--- config.mk ---
export PLATFORM = sky130hd
export DESIGN_NAME = control_sequencer
export DESIGN_NICKNAME = d
export VERILOG_FILES = /design/src/rtl/control_sequencer.sv
export SDC_FILE = /design/constraint.sdc
export NUM_CORES = 1
export LEC_CHECK = 0
export ABC_CLOCK_PERIOD_IN_PS = 6900
export BUFFER_PORTS_ARGS = -buffer_cell sky130_fd_sc_hd__clkbuf_2
export CORE_MARGIN = 2
export CORE_UTILIZATION = 48
export CTS_BUF_LIST = sky130_fd_sc_hd__clkbuf_2 sky130_fd_sc_hd__clkbuf_4 sky130_fd_sc_hd__clkbuf_8
export CTS_CLUSTER_DIAMETER = 100
export CTS_CLUSTER_SIZE = 10
export DETAILED_ROUTE_END_ITERATION = 16
export PLACE_DENSITY = 0.87
export SLEW_MARGIN = 25
export SYNTH_ARGS = -nofsm -noshare
export SYNTH_HDL_FRONTEND = slang
export SYNTH_SLANG_ARGS = --single-unit
--- constraint.sdc ---
create_clock -name Clock -period 6.9 [get_ports Clock]
set_input_delay 0 -clock Clock [delete_from_list [all_inputs] [get_ports Clock]]
set_output_delay 0 -clock Clock [all_outputs]
set_load 0.05 [all_outputs]
--- src/rtl/control_sequencer.sv ---
// control_sequencer: hardwired step sequencer for a simple CPU datapath.
// Walks a one-hot step vector T0..Tn per instruction, drives the common fetch
// controls in T0..T2, sizes each instruction from its opcode and handles
// halt, stop/resume and illegal-opcode reporting.
// Optional interrupt entry path: define CONTROL_SEQUENCER_IRQ_EN.
// All state is clocked on the falling edge of Clock.

module control_sequencer #(
    parameter int unsigned INT_NUM   = 4,
    parameter int unsigned MAX_STEPS = 8
) (
    input  logic                 Clock,
    input  logic                 Reset,
    input  logic                 Stop,
    input  logic                 Resume,
    input  logic [31:0]          IR,
    input  logic [INT_NUM-1:0]   Irq,
    input  logic                 IntEnable,
    output logic                 Run,
    output logic [MAX_STEPS-1:0] Step,
    output logic                 LastStep,
    output logic                 PCout,
    output logic                 MARin,
    output logic                 IncPC,
    output logic                 Zin,
    output logic                 Zlowout,
    output logic                 PCin,
    output logic                 Read,
    output logic                 MDRin,
    output logic                 MDRout,
    output logic                 IRin,
    output logic [INT_NUM-1:0]   IntAck,
    output logic                 IntSave,
    output logic                 VecLoad,
    output logic [2:0]           IntVector,
    output logic                 IllegalOp
);

    localparam int unsigned      StepW    = $clog2(MAX_STEPS);
    localparam logic [StepW-1:0] StepLast = StepW'(MAX_STEPS - 1);
    localparam logic [StepW-1:0] StepIr   = StepW'(2);

    // Opcode map (IR[31:27])
    localparam logic [4:0] OpLd   = 5'd0;
    localparam logic [4:0] OpLdi  = 5'd1;
    localparam logic [4:0] OpSt   = 5'd2;
    localparam logic [4:0] OpAdd  = 5'd3;
    localparam logic [4:0] OpOri  = 5'd14;
    localparam logic [4:0] OpDiv  = 5'd15;
    localparam logic [4:0] OpMul  = 5'd16;
    localparam logic [4:0] OpNeg  = 5'd17;
    localparam logic [4:0] OpNot  = 5'd18;
    localparam logic [4:0] OpBr   = 5'd19;
    localparam logic [4:0] OpJal  = 5'd20;
    localparam logic [4:0] OpJr   = 5'd21;
    localparam logic [4:0] OpMflo = 5'd25;
    localparam logic [4:0] OpHalt = 5'd27;
    localparam logic [4:0] OpBad  = 5'd28;  // 28..31 are undefined

    typedef enum logic [1:0] {
        StClear    = 2'd0,
        StExec     = 2'd1,
`ifdef CONTROL_SEQUENCER_IRQ_EN
        StIntEntry = 2'd3,
`endif
        StHalted   = 2'd2
    } state_e;

    // Instruction length in steps; nop, halt and undefined opcodes take the bare fetch.
    function automatic logic [3:0] instr_len(input logic [4:0] op);
        logic [3:0] len;
        case (op) inside
            OpLd, OpSt:                   len = 4'd8;
            OpLdi, [OpAdd:OpOri], OpNeg,
            OpNot:                        len = 4'd6;
            OpDiv, OpMul, OpBr:           len = 4'd7;
            OpJal:                        len = 4'd5;
            [OpJr:OpMflo]:                len = 4'd4;
            default:                      len = 4'd3;
        endcase
        return len;
    endfunction

    state_e           state_q, state_d;
    logic [StepW-1:0] step_q, step_d;
    logic [4:0]       opcode_q, opcode_d;
    logic             illegal_q, illegal_d;

    logic [4:0]       cur_op;
    logic [3:0]       cur_len;
    logic             at_last;
    logic             is_halt;

    // Only the opcode field of IR is decoded here
    logic unused_ir;
    assign unused_ir = ^IR[26:0];

    // Decode length of the instruction in flight; at T2 the opcode is not latched yet
    always_comb begin
        cur_op  = (step_q == StepIr) ? IR[31:27] : opcode_q;
        cur_len = instr_len(cur_op);
        at_last = (int'(step_q) + 1 == int'(cur_len)) || (step_q == StepLast);
        is_halt = (cur_op == OpHalt);
    end

`ifdef CONTROL_SEQUENCER_IRQ_EN
    logic       irq_pend;
    logic [2:0] irq_idx;
    logic       int_cyc_q, int_cyc_d;
    logic [2:0] int_vec_q, int_vec_d;

    // Pending-request detect with lowest-index priority; requests are not latched
    always_comb begin
        irq_pend = IntEnable && (|Irq);
        irq_idx  = 3'd0;
        for (int i = int'(INT_NUM) - 1; i >= 0; i--) begin
            if (Irq[i]) begin
                irq_idx = 3'(i);
            end
        end
    end
`else
    logic unused_irq;
    assign unused_irq = ^{IntEnable, Irq};
`endif

    // Next-state, step counter and opcode latch
    always_comb begin
        state_d   = state_q;
        step_d    = step_q;
        opcode_d  = opcode_q;
        illegal_d = 1'b0;
`ifdef CONTROL_SEQUENCER_IRQ_EN
        int_cyc_d = int_cyc_q;
        int_vec_d = int_vec_q;
`endif
        case (state_q)
            StClear: begin
                state_d = StExec;
                step_d  = '0;
            end
            StExec: begin
                if (step_q == StepIr) begin
                    opcode_d  = IR[31:27];
                    illegal_d = (IR[31:27] >= OpBad);
                end
                if (at_last) begin
                    step_d = '0;
                    // Halt and Stop outrank any pending interrupt
                    if (is_halt || Stop) begin
                        state_d = StHalted;
                    end
`ifdef CONTROL_SEQUENCER_IRQ_EN
                    else if (irq_pend) begin
                        state_d   = StIntEntry;
                        int_cyc_d = 1'b0;
                        int_vec_d = irq_idx;
                    end
`endif
                end else if (step_q != StepLast) begin
                    step_d = step_q + StepW'(1);
                end
            end
`ifdef CONTROL_SEQUENCER_IRQ_EN
            StIntEntry: begin
                if (int_cyc_q) begin
                    state_d   = StExec;
                    step_d    = '0;
                    int_cyc_d = 1'b0;
                end else begin
                    int_cyc_d = 1'b1;
                end
            end
`endif
            StHalted: begin
                if (Resume && !Stop) begin
                    state_d = StExec;
                    step_d  = '0;
                end
            end
            default: begin
                state_d = StClear;
                step_d  = '0;
            end
        endcase
    end

    // State registers, falling-edge clocked with asynchronous clear
    always_ff @(negedge Clock or negedge Reset) begin
        if (!Reset) begin
            state_q   <= StClear;
            step_q    <= '0;
            opcode_q  <= '0;
            illegal_q <= 1'b0;
`ifdef CONTROL_SEQUENCER_IRQ_EN
            int_cyc_q <= 1'b0;
            int_vec_q <= 3'd0;
`endif
        end else begin
            state_q   <= state_d;
            step_q    <= step_d;
            opcode_q  <= opcode_d;
            illegal_q <= illegal_d;
`ifdef CONTROL_SEQUENCER_IRQ_EN
            int_cyc_q <= int_cyc_d;
            int_vec_q <= int_vec_d;
`endif
        end
    end

    // Step vector, fetch controls and status outputs
    always_comb begin
        Run       = 1'b0;
        Step      = '0;
        LastStep  = 1'b0;
        PCout     = 1'b0;
        MARin     = 1'b0;
        IncPC     = 1'b0;
        Zin       = 1'b0;
        Zlowout   = 1'b0;
        PCin      = 1'b0;
        Read      = 1'b0;
        MDRin     = 1'b0;
        MDRout    = 1'b0;
        IRin      = 1'b0;
        IllegalOp = 1'b0;
        case (state_q)
            StExec: begin
                Run       = 1'b1;
                LastStep  = at_last;
                // illegal_q only lives for the cycle after the bad opcode's T2
                IllegalOp = illegal_q;
                for (int i = 0; i < int'(MAX_STEPS); i++) begin
                    Step[i] = (step_q == StepW'(i));
                end
                case (step_q)
                    StepW'(0): begin
                        PCout = 1'b1;
                        MARin = 1'b1;
                        IncPC = 1'b1;
                        Zin   = 1'b1;
                    end
                    StepW'(1): begin
                        Zlowout = 1'b1;
                        PCin    = 1'b1;
                        Read    = 1'b1;
                        MDRin   = 1'b1;
                    end
                    StepW'(2): begin
                        MDRout = 1'b1;
                        IRin   = 1'b1;
                    end
                    default: ;
                endcase
            end
`ifdef CONTROL_SEQUENCER_IRQ_EN
            StIntEntry: begin
                Run       = 1'b1;
                IllegalOp = illegal_q;
            end
`endif
            default: ;
        endcase
    end

`ifdef CONTROL_SEQUENCER_IRQ_EN
    // Interrupt entry: acknowledge and save in cycle 0, vector load in cycle 1
    always_comb begin
        IntAck    = '0;
        IntSave   = 1'b0;
        VecLoad   = 1'b0;
        IntVector = int_vec_q;
        if (state_q == StIntEntry) begin
            if (!int_cyc_q) begin
                for (int i = 0; i < int'(INT_NUM); i++) begin
                    IntAck[i] = (int_vec_q == 3'(i));
                end
                IntSave = 1'b1;
            end else begin
                VecLoad = 1'b1;
            end
        end
    end
`else
    assign IntAck    = '0;
    assign IntSave   = 1'b0;
    assign VecLoad   = 1'b0;
    assign IntVector = 3'd0;
`endif

endmodule

==> results.txt, run 1 <==
outcome -> finished, final reports clean
Area growth syn-to-layout -> 7.328%
TritonCTS clock tree -> done
Setup TNS -> 0 ns
Distinct cells, synth -> 41
register area share after synthesis -> 0.2371
initial antenna violation count -> 0
routed vias -> 1031
Slew Viols, Final -> 0
Longest Clk Path Bufs -> 2
Synth Area per Inst -> 8.730 µm²
crit path DAT -> 6.72 ns
num ports -> 71
critical-path cell list -> inv_1 -> ha_1 -> nand2b_2 -> mux2_4 -> a21bo_1 -> a311o_1 -> a2111oi_4 -> o21a_1 -> clkbuf_2
global route overflow -> 0
Die Ht -> 53.19 µm
crit path max fanout -> 8
Slew headroom -> 0.5723
Fin. Hold Viols -> 0
commonest non-fill, non-tap cell in the layout -> clkbuf_2
hold-critical path depth -> 1
clk_skew -> 0.004375 ns
Warnings, synthesis -> 0
Post CTS Setup Buffer Count -> 0
Final GP Congestion -> 0.8852
slew at the pin with the worst max-slew slack -> 0.6392 ns
clock latency on the worst-skew pair -> 0.28 ns
Crit-path slowest cell -> dfrtn_1
reg2reg path depth -> 9
max_cap viols -> 0
area leader, netlist -> dfrtn_1
vias in the first global route -> 933
Initial Util -> 0.5150
row cnt -> 17
cells after synthesis -> 133
design area -> 1246 µm²
RSZ-0062 raised after global routing -> false
Antenna diodes -> 0
Final Net Count -> 201
Synth top area share -> 0.2371
Mapped Area -> 1161 µm²
Detailed Route Iter0 Violations -> 23
CP max stage delay -> 0.53 ns
drt pass-1 iters -> 5
Resize count post-CTS -> 0
drt wl/cell -> 13.79 µm
drt total wl -> 2496 µm
DRT antenna net count -> 0
Core ar. -> 2255 µm²
share of post-route cells with drive strength above 1 -> 0.3007
DRC errors left -> 0
via-per-instance ratio -> 5.696
clock-pin slew on the worst setup and hold paths -> 0.05 ns
TritonCTS Buffers -> 3
DP Area -> 1214 µm²
critical path type -> reg2out
flops & latches, synth -> 11
CP Launch Type -> flop
Die Span X -> 53.19 µm
final count of negative-setup-slack endpoints -> 0
hold_buf cts -> 0
clock root buffer master -> clkbuf_4
commonest cells after routing, fill and taps aside -> clkbuf_2, dfrtn_1, nor2_1, nand2_1, conb_1
first-pass GRT wire length -> 4029 µm
H-tree levels -> 1
largest net degree at the start of global routing -> 13
Critical Path RT -> 6.90 ns
Critical Path End Type -> output port
top post-synthesis cells by area -> dfrtn_1, buf_4, ha_1, mux2_2, mux2i_1
DP Wirelength -> 1990 µm
total track usage -> 0.2008
die area -> 2829 µm²
IO buf count -> 29
clk sinks -> 11
worst min path class -> reg2reg
-- per-layer routing --
metal,vias to the layer above,share of wire,track usage
met5,-,0,0
met4,0,0.032,0.09829
met3,11,0.061,0.04802
met2,47,0.51,0.3750
met1,481,0.40,0.2059
li1,492,-,-
-- registers in the layout, summed over array words and instances, names as in the netlist --
signal	count
step_q	3
illegal_q	1
opcode_q	5
state_q	2
-- critical path: cells and delay by family (launching register included) --
kind	cells	cell delay (ns)
AOI/OAI and AO/OA	4	1.15
buffers and inverters	2	0.42
adders and majority gates	1	0.31
and+or+nand+nor	1	0.20
DFF	1	0.53
muxes	1	0.35
-- cell families (layout without fill, tap and decap cells) --
logic type / count (synthesis) / count (layout) / synth area share
flip-flops: 11 / 11 / 0.2371
adder cells (fa/ha/maj): 6 / 6 / 0.06465
AND/OR/NAND/NOR: 46 / 46 / 0.2188
other: 1 / 9 / 0.003230
AO/OA/AOI/OAI: 27 / 27 / 0.1875
buffers and inverters: 30 / 42 / 0.1746
multiplexers: 12 / 12 / 0.1142
-- final timing paths --
kind / start / end / slack (ns)
worst max-delay path: step_q[0]$_DFFE_NN0P_ / LastStep / 0.18
worst min-delay path: opcode_q[0]$_DFFE_NN0P_ / opcode_q[0]$_DFFE_NN0P_ / 0.50
worst max register to register: step_q[0]$_DFFE_NN0P_ / step_q[2]$_DFFE_NN0P_ / 3.92
worst min register to register: opcode_q[0]$_DFFE_NN0P_ / opcode_q[0]$_DFFE_NN0P_ / 0.50
max in group asynchronous: Reset / opcode_q[3]$_DFFE_NN0P_ / 3.72
min in group asynchronous: Reset / step_q[2]$_DFFE_NN0P_ / 2.92
-- stage by stage --
stage                     setup slack, ns  hold WS [ns]  std cells    util
after floorplan                    0.6827        0.4648        141       -
after global placement             0.5058        0.4825        177  0.5383
after detailed placement           0.4354        0.4992        177  0.5383
after CTS                          0.1335        0.4982        181  0.5516
after global routing             0.004675        0.5154        181  0.5527
final                              0.1833        0.4985        181  0.5527
-- cell type report --
type | count | area (µm²)
Fill cell | 224 | 1008
Tap cell | 28 | 35.03
Sequential cell | 11 | 275.3
Multi-Input combinational cell | 100 | 715.7
Timing Repair Buffer | 32 | 167.7
Clock buffer | 4 | 30.03
Inverter | 6 | 22.52
-- synth_stat cells --
cell type	n
ha_1	6
a22oi_1	1
nand2b_1	2
or3_1	1
and4_1	1
a31oi_1	3
mux2i_1	5
nand4_1	2
nor4_1	1
a21bo_1	1
a211oi_1	2
o21a_1	1
conb_1	1
a211o_1	1
o211a_1	1
dfrtn_1	11
nand3_1	2
a311o_1	1
buf_6	2
mux2_2	6
and4b_1	2
o31ai_1	2
nor3_1	2
nor3b_1	1
o41ai_1	2
o21ai_0	4
clkbuf_1	2
inv_1	6
and3_1	5
nor2_1	10
buf_4	20
a31o_2	1
nor4bb_1	2
a2111oi_4	1
and2_1	4
nor2b_1	2
a21oi_1	2
a31o_1	1
mux2_4	1
a21o_1	3
nand2_1	9
Power of run 1 is not shown: default switching activity piles up to over one toggle a cycle in this logic, so the estimate is an artifact.
==> inputs of run 2 (changes only) <==
ABC_CLOCK_PERIOD_IN_PS = 5900   (was 6900)
CELL_PAD_IN_SITES_DETAIL_PLACEMENT = 1   (was unset)
CELL_PAD_IN_SITES_GLOBAL_PLACEMENT = 1   (was unset)
CORE_UTILIZATION = 28   (was 48)
PLACE_DENSITY = 0.78   (was 0.87)
clock period = 5.9 ns   (was 6.9 ns; I/O delays follow)
==> run 2 against run 1 <==
Effect of this change: clock skew down 0.0039 ns; non-clock buffer count up 5; first-iteration DRC count is 22% higher; count of clock-buffer cells in the layout unchanged; via count grew 1.4%; die area up 65%; critical endpoint unchanged; final cell count grew 15%; design area increased by 7.7%; sequential share of layout area fell by 1.6 points.
==> results.txt, run 2 (synthesis gave the netlist of run 1 again) <==
DRC errors left -> 0 (unchanged)
Final GP Congestion -> 0.8074 (was 0.8852)
worst min path class -> reg2reg (unchanged)
Longest Clk Path Bufs -> 2 (unchanged)
DRT antenna net count -> 0 (unchanged)
row cnt -> 23 (was 17)
TritonCTS clock tree -> done (unchanged)
commonest cells after routing, fill and taps aside -> clkbuf_2, dfrtn_1, nor2_1, nand2_1, conb_1 (unchanged)
CP Launch Type -> flop (unchanged)
final count of negative-setup-slack endpoints -> 0 (unchanged)
clock latency on the worst-skew pair -> 0.26 ns (was 0.28 ns)
Antenna diodes -> 0 (unchanged)
Slew headroom -> 0.5450 (was 0.5723)
initial antenna violation count -> 0 (unchanged)
DP Wirelength -> 2379 µm (was 1990 µm)
slew at the pin with the worst max-slew slack -> 0.6810 ns (was 0.6392 ns)
max_cap viols -> 0 (unchanged)
Setup TNS -> 0 ns (unchanged)
final core utilization -> 0.3356 (was 0.5527)
largest net degree at the start of global routing -> 12 (was 13)
Die Ht -> 68.40 µm (was 53.19 µm)
Post CTS Setup Buffer Count -> 0 (unchanged)
total track usage -> 0.1323 (was 0.2008)
critical path type -> reg2out (unchanged)
vias in the first global route -> 1008 (was 933)
CP bufs+invs -> 2 (unchanged)
drt wl/cell -> 14.09 µm (was 13.79 µm)
commonest non-fill, non-tap cell in the layout -> clkbuf_2 (unchanged)
TritonCTS Buffers -> 3 (unchanged)
via-per-instance ratio -> 5.024 (was 5.696)
crit path DAT -> 5.76 ns (was 6.72 ns)
Slew Viols, Final -> 0 (unchanged)
max reg flops -> 5 (unchanged)
Top reg by flops -> opcode_q (unchanged)
Setup WS post-layout -> 0.1356 ns (was 0.1833 ns)
clock root buffer master -> clkbuf_8 (was clkbuf_4)
clk sinks -> 11 (unchanged)
first-pass GRT wire length -> 4560 µm (was 4029 µm)
clock-pin slew on the worst setup and hold paths -> 0.04 ns (was 0.05 ns)
Crit-path slowest cell -> dfrtn_1 (unchanged)
IO buf count -> 29 (unchanged)
outcome -> finished, final reports clean (unchanged)
Final Net Count -> 206 (was 201)
Fin. Hold Viols -> 0 (unchanged)
dpl cells -> 204 (was 177)
Detailed Route Iter0 Violations -> 28 (was 23)
Place WS -> 0.2145 ns (was 0.4354 ns)
Regs by FF count -> opcode_q (5), step_q (3), state_q (2) (unchanged)
CP max stage delay -> 0.48 ns (was 0.53 ns)
routed vias -> 1045 (was 1031)
drt pass-1 iters -> 4 (was 5)
Critical Path End Type -> output port (unchanged)
Post-Layout Cell Count -> 208 (was 181)
hold_buf cts -> 0 (unchanged)
drt total wl -> 2931 µm (was 2496 µm)
critical-path cell list -> ha_1 -> nand2b_4 -> buf_4 -> mux2i_1 -> or3_1 -> a21o_1 -> a2111oi_4 -> o21a_1 -> clkbuf_4 (was inv_1 -> ha_1 -> nand2b_2 -> mux2_4 -> a21bo_1 -> a311o_1 -> a2111oi_4 -> o21a_1 -> clkbuf_2)
RSZ-0062 raised after global routing -> false (unchanged)
Core ar. -> 4000 µm² (was 2255 µm²)
global route overflow -> 0 (unchanged)
Area growth syn-to-layout -> 15.63% (was 7.328%)
Critical Path RT -> 5.90 ns (was 6.90 ns)
num ports -> 71 (unchanged)
Die Span X -> 68.40 µm (was 53.19 µm)
crit path max fanout -> 7 (was 8)
die area -> 4678 µm² (was 2829 µm²)
clk_skew -> 0.0004614 ns (was 0.004375 ns)
Initial Util -> 0.2903 (was 0.5150)
H-tree levels -> 1 (unchanged)
CP delay by family, top -> compound AO/OA/AOI/OAI gates (unchanged)
share of post-route cells with drive strength above 1 -> 0.3291 (was 0.3007)
## run 2: cell types whose count changed in the layout (fill, tap and decap cells not counted), sizes merged
| cell | previous run | this run |
|---|---|---|
| buf | 3 | 8 |
## run 2: worst register-to-register path: stages (launching register included)
cell,delay (ns)
dfrtn_1,0.48
ha_1,0.24
nand2b_4,0.11
buf_4,0.18
mux2i_1,0.17
or3_1,0.44
a21o_1,0.21
a2111oi_4,0.36
buf_4,0.20
o31ai_1,0.06
## run 2: layer usage
metal / vias up / part of all wire / routed length [µm] / track usage
met5: - / 0 / 0 / 0
met4: 0 / 0.015 / 45 / 0.04750
met3: 5 / 0.058 / 171 / 0.03125
met2: 35 / 0.48 / 1421 / 0.2440
met1: 503 / 0.44 / 1292 / 0.1451
li1: 502 / - / - / -
## run 2: cell type report
cell class | count | area, µm²
sequential | 11 | 275.3
timing repair buffer | 37 | 207.7
tap | 50 | 62.56
multi-input combinational | 100 | 725.7
fill | 495 | 2658
inverter | 6 | 22.52
clock buffer | 4 | 48.80
## run 2: path summary, 6_finish.rpt
kind | start | end | slack (ns) | depth (start not counted)
setup / recovery | step_q[1]$_DFFE_NN0P_ | LastStep | 0.14 | 9
hold / removal | state_q[0]$_DFFE_NN0P_ | state_q[0]$_DFFE_NN0P_ | 0.49 | 2
setup reg to reg | step_q[1]$_DFFE_NN0P_ | state_q[0]$_DFFE_NN0P_ | 3.29 | 9
hold reg to reg | state_q[0]$_DFFE_NN0P_ | state_q[0]$_DFFE_NN0P_ | 0.49 | 2
max in group asynchronous | Reset | opcode_q[4]$_DFFE_NN0P_ | 3.19 | 1
min in group asynchronous | Reset | state_q[1]$_DFFE_NN0P_ | 2.45 | 1
## run 2: stage by stage
step	instance area, µm²	hold slack (ns)
6_report	1343	0.4922
5_1_grt	1343	0.5182
4_1_cts	1333	0.4937
3_5_place_dp	1279	0.4933
3_3_place_gp	1279	0.4882
2_1_floorplan	1191	0.4648
## run 2: timing repair
action	in CTS	in global routing
gates cloned	0	0
pin swaps	0	1
gates resized for setup	2	2
setup endpoints to repair	1	1
hold endpoints to repair	0	0
Power of run 2 is left out for the same reason.
